[config.mk]
export PLATFORM = sky130hd
export DESIGN_NAME = note_recorder
export DESIGN_NICKNAME = d
export VERILOG_FILES = /design/src/rtl/note_recorder.sv
export SDC_FILE = /design/constraint.sdc
export NUM_CORES = 1
export LEC_CHECK = 0
export CAP_MARGIN = 20
export CORE_UTILIZATION = 62
export DETAILED_ROUTE_END_ITERATION = 6
export PLACE_DENSITY = 0.86
export SLEW_MARGIN = 20
export SYNTH_ARGS = -nofsm -noshare
export SYNTH_HDL_FRONTEND = slang
export SYNTH_SLANG_ARGS = --single-unit
export TNS_END_PERCENT = 10
[constraint.sdc]
create_clock -name clk -period 10.7 [get_ports clk]
set_clock_uncertainty 0.1 [all_clocks]
set_input_delay 1.605 -clock clk [delete_from_list [all_inputs] [get_ports clk]]
set_output_delay 1.605 -clock clk [all_outputs]
set_load 0.1 [all_outputs]
[src/rtl/note_recorder.sv]
`default_nettype none
// ============================================================================
// Module   : note_recorder
// Brief    : Records live key notes into a {note, dur} song buffer that has
//            the same format as the auto-play song sheets. The optional LED
//            mirror is enabled by the macro NOTE_REC_LED_EN.
// Revision : 1.0  initial release
// ============================================================================
module note_recorder #(
    parameter int TICK_CYCLES = 10_000_000,
    parameter int DEPTH       = 64,
    parameter int AW          = 6,
    parameter int NOTE_W      = 5,
    parameter int DUR_W       = 8
) (
    input  logic                    clk,
    input  logic                    rst_n,
    input  logic [2:0]              mode,
    input  logic                    start,
    input  logic                    stop,
    input  logic [NOTE_W-1:0]       note_in,
    input  logic [AW-1:0]           rd_addr,
    output logic [NOTE_W+DUR_W-1:0] rd_data,
    output logic [AW:0]             count,
    output logic                    recording,
    output logic                    full,
    output logic [7:0]              led
);

    localparam int                 c_TW         = (TICK_CYCLES > 1) ? $clog2(TICK_CYCLES) : 1;
    localparam logic [2:0]         c_MODE_REC   = 3'b100;
    localparam logic [DUR_W-1:0]   c_DUR_MAX    = '1;
    localparam logic [c_TW-1:0]    c_TICK_LAST  = c_TW'(TICK_CYCLES - 1);
    localparam logic [AW:0]        c_LAST_COUNT = (AW+1)'(DEPTH - 1);

    typedef enum logic [1:0] {
        S_IDLE  = 2'd0,
        S_ARMED = 2'd1,
        S_REC   = 2'd2,
        S_DONE  = 2'd3
    } state_t;

    state_t                    r_state;
    logic [c_TW-1:0]           r_tick;
    logic [DUR_W-1:0]          r_dur;
    logic [NOTE_W-1:0]         r_cur_note;
    logic [AW:0]               r_count;
    logic                      r_full;
    logic                      r_recording;
    logic [NOTE_W+DUR_W-1:0]   r_rd_data;
    logic [NOTE_W+DUR_W-1:0]   r_mem [DEPTH];

    logic                      w_rec_mode;
    logic                      w_wrap;
    logic [DUR_W-1:0]          w_dur_eff;
    logic                      w_sat;
    logic                      w_close;
    logic                      w_write;
    logic                      w_last;
    logic [DUR_W-1:0]          w_wr_dur;
    logic [NOTE_W+DUR_W-1:0]   w_wr_data;

    // w_dur_eff already counts a tick that completes on this very cycle, so a
    // segment closed exactly on a tick boundary gets its full length.
    assign w_rec_mode = (mode == c_MODE_REC);
    assign w_wrap     = (r_tick == c_TICK_LAST);
    assign w_dur_eff  = r_dur + DUR_W'(w_wrap);
    assign w_sat      = w_wrap && (w_dur_eff == c_DUR_MAX);
    assign w_close    = stop || !w_rec_mode;
    assign w_write    = (r_state == S_REC) && (w_close || (note_in != r_cur_note) || w_sat);
    assign w_last     = (r_count == c_LAST_COUNT);
    assign w_wr_dur   = (w_dur_eff == '0) ? DUR_W'(1) : w_dur_eff;
    assign w_wr_data  = {r_cur_note, w_wr_dur};

    always_ff @(posedge clk) begin
        if (w_write) begin
            r_mem[r_count[AW-1:0]] <= w_wr_data;
        end
    end

    always_ff @(posedge clk or negedge rst_n) begin
        if (!rst_n) begin
            r_rd_data <= '0;
        end else begin
            r_rd_data <= r_mem[rd_addr];
        end
    end

    always_ff @(posedge clk or negedge rst_n) begin
        if (!rst_n) begin
            r_state     <= S_IDLE;
            r_tick      <= '0;
            r_dur       <= '0;
            r_cur_note  <= '0;
            r_count     <= '0;
            r_full      <= 1'b0;
            r_recording <= 1'b0;
        end else begin
            case (r_state)
                S_IDLE, S_DONE: begin
                    if (start && w_rec_mode) begin
                        r_state     <= S_ARMED;
                        r_count     <= '0;
                        r_full      <= 1'b0;
                        r_recording <= 1'b1;
                    end
                end
                S_ARMED: begin
                    if (!w_rec_mode) begin
                        r_state     <= S_IDLE;
                        r_count     <= '0;
                        r_recording <= 1'b0;
                    end else if (stop) begin
                        r_state     <= S_DONE;
                        r_recording <= 1'b0;
                    end else if (note_in != '0) begin
                        r_state    <= S_REC;
                        r_cur_note <= note_in;
                        r_dur      <= '0;
                        r_tick     <= '0;
                    end
                end
                S_REC: begin
                    if (w_write) begin
                        r_count <= r_count + 1'b1;
                        // A full buffer ends the take even if a new note just began.
                        if (w_close || w_last) begin
                            r_state     <= S_DONE;
                            r_recording <= 1'b0;
                            if (w_last) begin
                                r_full <= 1'b1;
                            end
                        end else begin
                            r_cur_note <= note_in;
                            r_dur      <= '0;
                            r_tick     <= '0;
                        end
                    end else begin
                        r_tick <= w_wrap ? '0 : r_tick + c_TW'(1);
                        r_dur  <= w_dur_eff;
                    end
                end
                default: begin
                    r_state <= S_IDLE;
                end
            endcase
        end
    end

    assign rd_data   = r_rd_data;
    assign count     = r_count;
    assign recording = r_recording;
    assign full      = r_full;

`ifdef NOTE_REC_LED_EN
    logic [NOTE_W-1:0] w_led_idx;

    always_comb begin
        w_led_idx = (r_cur_note - NOTE_W'(1)) % NOTE_W'(7);
        led       = {r_recording, 7'b0};
        if ((r_state == S_REC) && (r_cur_note != '0)) begin
            led[6:0] = 7'(1) << w_led_idx;
        end
    end
`else
    assign led = 8'h00;
`endif

endmodule
`default_nettype wire

==> results of run 1 <==
==> sequential cells by signal, indices dropped and copies added, names as in the netlist <==
register and count:
r_mem 832, r_tick 24, rd_data 13, r_dur 8
count 7, r_cur_note 5, r_state 2, full 1
recording 1
==> metal layers <==
layer | share of wire | global-route usage | routed length (µm) | vias up
li1 | - | - | - | 7078
met4 | 0.038 | 0.115 | 3330 | 0
met1 | 0.36 | 0.443 | 31500 | 9447
met2 | 0.50 | 0.514 | 44100 | 1489
met5 | 0 | 0 | 0 | -
met3 | 0.10 | 0.0565 | 9110 | 205
==> area by class of cell <==
class,count,share of cell area
Timing Repair Buffer,74,0.0168
Inverter,14,0.00142
Sequential cell,893,0.668
Clock inverter,46,0.0118
Tap cell,756,0.0238
Multi-Input combinational cell,662,0.217
Clock buffer,111,0.0605
==> worst register-to-register path: cells and delay by family (launching register included) <==
family,cells,cell delay [ns]
AOI/OAI and AO/OA,2,0.57
adders and majority gates,2,0.97
buffers and inverters,1,0.36
DFF,1,0.42
and+or+nand+nor,6,2.69
==> cell usage after synthesis (15+ instances only) <==
master,number
edfxtp_1,832
mux4_2,260
nor2_1,62
dfrtp_1,61
clkbuf_1,51
nand2_1,51
a21oi_1,30
a22oi_1,26
buf_2,26
nand3_1,26
and3_1,15
nor3_1,15
==> through the flow <==
stage               setup slack (ns)  total power [mW]  hold WS (ns)
finish                          5.23              7.82         0.420
global route                    4.90              7.97         0.432
CTS                             4.72              7.81         0.415
detailed placement              4.78              4.75         0.405
global placement                5.20              4.71         0.387
floorplan                       3.21              4.50         0.368
==> worst max path at each step <==
stage	startpoint	endpoint	slack, ns
6_report	r_tick[11]	r_mem[63][12]	5.23
5_1_grt	r_tick[11]	r_mem[63][4]	4.90
4_1_cts	r_tick[0]	r_mem[55][7]	4.72
3_5_place_dp	r_tick[0]	r_mem[55][9]	4.78
3_3_place_gp	r_tick[0]	r_mem[55][0]	5.20
2_1_floorplan	r_tick[0]	r_mem[0][0]	3.21
==> report_power, final <==
| part | switching [mW] | internal, mW | leakage (nW) |
|---|---|---|---|
| Sequential | 0.0171 | 4.01 | 8.54 |
| Clock | 1.31 | 1.80 | 1.40 |
| Combinational | 0.518 | 0.163 | 2.96 |
==> cell families (layout without fill, tap and decap cells) <==
logic type / count (synthesis) / after routing / share of synthesized area
simple gates: 235 / 235 / 0.0379
other cells: 1 / 8 / 0.000106
flops: 893 / 893 / 0.749
fa+ha+maj: 6 / 6 / 0.00212
mux: 270 / 270 / 0.168
compound gates: 133 / 133 / 0.0260
buf+inv: 110 / 245 / 0.0140
xor+xnor: 10 / 10 / 0.00247
==> out/metrics.yaml, run 1 <==
critical_path:
  critPathMaxStageDelay_ns: 1.04
  critPathKind: "reg2reg"
  cp_max_fo: 67
  reg2reg_slack_ns: 5.23
  crit_required_ns: 10.86
  crit_chain: "nor4bb_1 -> nand4_1 -> nor2_1 -> ha_1 -> ha_4 -> nand4_1 -> a2111o_1 -> o211ai_2 -> buf_4 -> nand4_2 -> nor2_1"
  worstReg2RegEnd: "r_mem[63][12]"
  endpoint_kind: "flop"
  cp_slowest_cell: "nor2_1"
  cpLargestDelayFamily: "simple AND/OR/NAND/NOR gates"
  cp.depth: 11
  crit_arrival_ns: 5.62
  r2r-start: "r_tick[11]"
  rr_worst_depth: 11
  critPathLaunchType: "flop"
  crit_buf_inv: 1
global_routing:
  grt_pass1_vias: 18300
  antenna_found_initial: 0
  grt_max_degree: 110
  grt.overflow.total: 0
  grt_pass1_wl_mm: 128
  grt.total_usage: 0.318
yosys:
  yosys.area.top_type: "edfxtp_1"
  syn-cell-area_mm2: 0.0354
  avgSynthCellArea_um2: 21.4
  async_flop_share: 0.0683
  syn_inst: 1658
  seq_area_frac_synth: 0.749
  synth_top_area_frac: 0.706
  synth_edf_count: 832
  ys_ff_latch: 893
  synth.distinct_cells: 68
  synth_area_leaders: "edfxtp_1 (71%), mux4_2 (17%), dfrtp_1 (4.3%)"
  yosysWarnings: 0
  synth_flop_cell: "edfxtp_1"
placed_design:
  gp_congestion: 0.832
  place_inst: 2397
  portBuffers: 39
  hpwl_mm: 46.6
  placed_area_mm2: 0.0367
sta:
  slew_headroom: 0.231
  fin_tns_setup_ns: 0
  slew_violations: 0
  post-route-min-period_ns: 5.47
  worstMarginPinSlew_ns: 1.15
  finalSetupViolCount: 0
  min_period_over_period: 0.511
  timing.fmax_mhz: 183
  rsz0062_at_grt: "false"
  hold_violations: 0
pwr:
  p_leak_nw: 12.9
  p_per_area_mw_per_mm2: 197
  ir_worst_vdd_mv: 0.354
cts:
  clkTransAtPathRegs_ns: 0.06
  cts_sinks: 893
  cts_tree: "built"
  ctsHoldBuffers: 0
  cts_setup_buffers: 0
  clockRootBuffer: "clkbuf_16"
  ctsResizeCount: 0
  clock_latency_ns: 0.64
  htreeDepth: 3
  cts_buffers: 85
  clockBufferDepth: 3
job:
  maxCapViolations: 0
hold_path:
  hold_path.class: "reg2reg"
  min_from: "recording"
  worstHoldPathCells: 1
  whs_endpoint: "recording"
finish:
  drive_gt1_frac: 0.286
  layout_common_cells: "edfxtp_1 (832), mux4_2 (260), clkbuf_16 (89)"
  final_common_cell: "edfxtp_1"
  insertedDiodeCount: 0
  multi_input_area_mm2: 0.00863
  final.fill_count: 3174
  instances_no_fill: 2556
  seq_area_mm2: 0.0265
  design_area_mm2: 0.0397
  utilization: 0.704
  layout.nets: 1754
  synthToLayoutAreaGrowth_pct: 12.1
floorplan:
  coreArea_mm2: 0.0564
  initial_core_util: 0.628
  die_h_um: 241
  rows: 87
  dieArea_mm2: 0.0581
  die_w_um: 241
  ios: 48
routing:
  drt_iter0_markers: 2543
  drc_errors: 0
  antenna_left: 0
  wl_mm: 88.1
  vias_per_cell: 7.13
  first_pass_iters: 6
  wl_per_cell_um: 34.5
  vias: 18200
status:
  status: "completed"
(Power assumes the default switching activity.)
==> run 2: changes to the inputs <==
Settings changed: CORE_UTILIZATION 62 to 56, PLACE_DENSITY 0.86 to 0.82.
Clock period 10.7 ns to 4.4 ns, I/O delays scaled along.
==> out/metrics.yaml, run 2 (synthesis gave the netlist of run 1 again) <==
pwr:
  p_per_area_mw_per_mm2: 479  # +140%
  clkPwrFrac: 0.410  # +0.012
  p_int_mw: 15.0  # +150%
  combPwrFrac: 0.087  # about the same
  power.switching_mw: 4.45  # +140%
  pwr-share-seq: 0.503  # -0.012
  ir_worst_vdd_mv: 0.773  # +120%
  sw_frac_of_total: 0.229  # -0.00741
  p_total_mw: 19.5  # +150%
  p_leak_nw: 13.3  # +3.2%
critical_path:
  critPathLaunchType: "flop"
  critPathKind: "reg2reg"
  critPathLaunch: "r_tick[0]"
  crit_buf_inv: 3  # +2
  crit_arrival_ns: 4.39  # -1.23 ns
  r2r-start: "r_tick[0]"
  worstReg2RegEnd: "r_mem[55][2]"
  reg2reg_slack_ns: 0.22  # -5.02 ns
  endpoint_kind: "flop"
  crit_chain: "ha_2 -> and3_4 -> nand4_1 -> nor2_1 -> ha_2 -> ha_2 -> nor2b_1 -> nand2_1 -> a2111o_1 -> o211ai_2 -> buf_12 -> nand4_2 -> buf_12 -> nor2_1 -> buf_4"
  critPathMaxStageDelay_ns: 0.45  # -0.59 ns
  crit_top_cell: "ha_2"
  cp_max_fo: 22  # -67%
  cp_slowest_cell: "a2111o_1"
  crit_required_ns: 4.61  # -6.25 ns
  rr_worst_depth: 15  # +4
  cpLargestDelayFamily: "simple AND/OR/NAND/NOR gates"
cts:
  clockBufferDepth: 3  # unchanged
  cts_setup_buffers: 0  # unchanged
  clkTransAtPathRegs_ns: 0.06  # about the same
  ctsResizeCount: 0  # unchanged
  cts_tree: "built"
  cts_buffers: 86  # +1.2%
  clockRootBuffer: "clkbuf_16"
  ctsHoldBuffers: 0  # unchanged
  clock_latency_ns: 0.63  # about the same
  cts_sinks: 893  # unchanged
  htreeDepth: 3  # unchanged
floorplan:
  dieArea_mm2: 0.0642  # +11%
  initial_core_util: 0.570  # -0.0573
  die_w_um: 253  # +5.2%
  rows: 91  # +4.6%
  die_h_um: 253  # +5.2%
  coreArea_mm2: 0.0621  # +10%
  ios: 48  # unchanged
job:
  maxCapViolations: 0  # unchanged
sta:
  worstMarginPinSlew_ns: 0.985  # -0.164 ns
  finalSetupViolCount: 0  # unchanged
  hold_violations: 0  # unchanged
  timing.fmax_mhz: 239  # +31%
  setup_slack_ns: 0.215  # -5.02 ns
  min_period_over_period: 0.951  # +0.440
  post-route-min-period_ns: 4.18  # -1.28 ns
  rsz0062_at_grt: "false"
  slew_violations: 0  # unchanged
  slew_headroom: 0.341  # +0.110
global_routing:
  grt.total_usage: 0.278  # -0.0398
  grt_pass1_wl_mm: 126  # -1.6%
  antenna_found_initial: 1  # +1
  grt_pass1_vias: 18300  # +0.44%
  grt_max_degree: 67  # -39%
  grt.overflow.total: 0  # unchanged
finish:
  seq_area_mm2: 0.0265  # unchanged
  synthToLayoutAreaGrowth_pct: 14.7
  final_common_cell: "edfxtp_1"
  final.fill_count: 3778  # +19%
  insertedDiodeCount: 0  # unchanged
  largest_register_ffs: 832  # unchanged
  layout.nets: 1835  # +4.6%
  drive_gt1_frac: 0.305  # +0.0197
  multi_input_area_mm2: 0.00853  # -1.1%
  layout_common_cells: "edfxtp_1 (832), mux4_2 (260), buf_4 (108)"
placed_design:
  hpwl_mm: 48.8  # +4.8%
  portBuffers: 39  # unchanged
  gp_congestion: 0.834  # +0.26%
  pre_cts_slack_ns: 0.284  # -4.49 ns
hold_path:
  hold_path.class: "in2async"
routing:
  vias_per_cell: 6.74  # -5.5%
  drt_iter0_markers: 2499  # -1.7%
  drc_errors: 0  # unchanged
  wl_mm: 85.7  # -2.7%
  vias: 18300  # +0.35%
  first_pass_iters: 6  # unchanged
  wl_per_cell_um: 31.6  # -8.4%
  antenna_left: 0  # unchanged
status:
  status: "completed"
-- run 2: cell count changes in the layout (fill, tap and decap cells not counted), moves of 9 or more --
cell / change
buf_4: +74
nor2_1: +31
nor2_2: -32
nor3_2: +9
nor3_4: -9
-- run 2: area by class of cell --
cell class	instances	area share
Multi-Input combinational cell	662	0.210
Inverter	14	0.00139
Tap cell	837	0.0258
Clock inverter	47	0.0173
Sequential cell	893	0.653
Timing Repair Buffer	154	0.0335
Clock buffer	107	0.0585
-- run 2: worst max-delay path by stage --
stage,to,slack [ns],cells after the start
6_report,r_mem[55][2],0.22,15
5_1_grt,r_mem[55][2],0.01,15
4_1_cts,r_mem[35][10],0.28,14
3_5_place_dp,r_mem[55][1],0.28,14
3_3_place_gp,r_mem[55][7],0.33,14
2_1_floorplan,r_mem[0][0],-2.70,11
-- run 2: layer usage --
metal | routed length [µm] | up-vias | track usage
li1 | - | 7253 | -
met1 | 32200 | 9517 | 0.393
met2 | 42000 | 1333 | 0.446
met3 | 8850 | 178 | 0.0531
met4 | 2570 | 2 | 0.0816
met5 | 13 | - | 0
-- run 2: through the flow --
step	cell area, µm²	setup TNS, ns	util	hold slack (ns)	cells
floorplan	35500	-173.00	-	0.264	1665
global placement	37500	0	0.604	0.382	2560
detailed placement	37500	0	0.604	0.399	2560
CTS	40600	0	0.654	0.0524	2714
global route	40600	0	0.654	0.121	2714
finish	40600	0	0.654	0.0476	2714
-- run 2: power by group through the flow --
stage | clock network (mW) | logic (mW) | registers, mW
detailed placement | 0 | 1.67 | 9.96
floorplan | 0 | 0.623 | 10.3
global placement | 0 | 1.61 | 9.96
finish | 7.97 | 1.70 | 9.79
global route | 8.35 | 1.77 | 9.79
CTS | 8.04 | 1.70 | 9.79
-- run 2: worst register-to-register path: stages, from the launching register on --
cell and delay (ns):
dfrtp_1 0.42, ha_2 0.24, and3_4 0.20, nand4_1 0.15, nor2_1 0.18, ha_2 0.25, ha_2 0.25, nor2b_1 0.23
nand2_1 0.09, a2111o_1 0.45, o211ai_2 0.22, buf_12 0.22, nand4_2 0.23, buf_12 0.26, nor2_1 0.12, buf_4 0.28
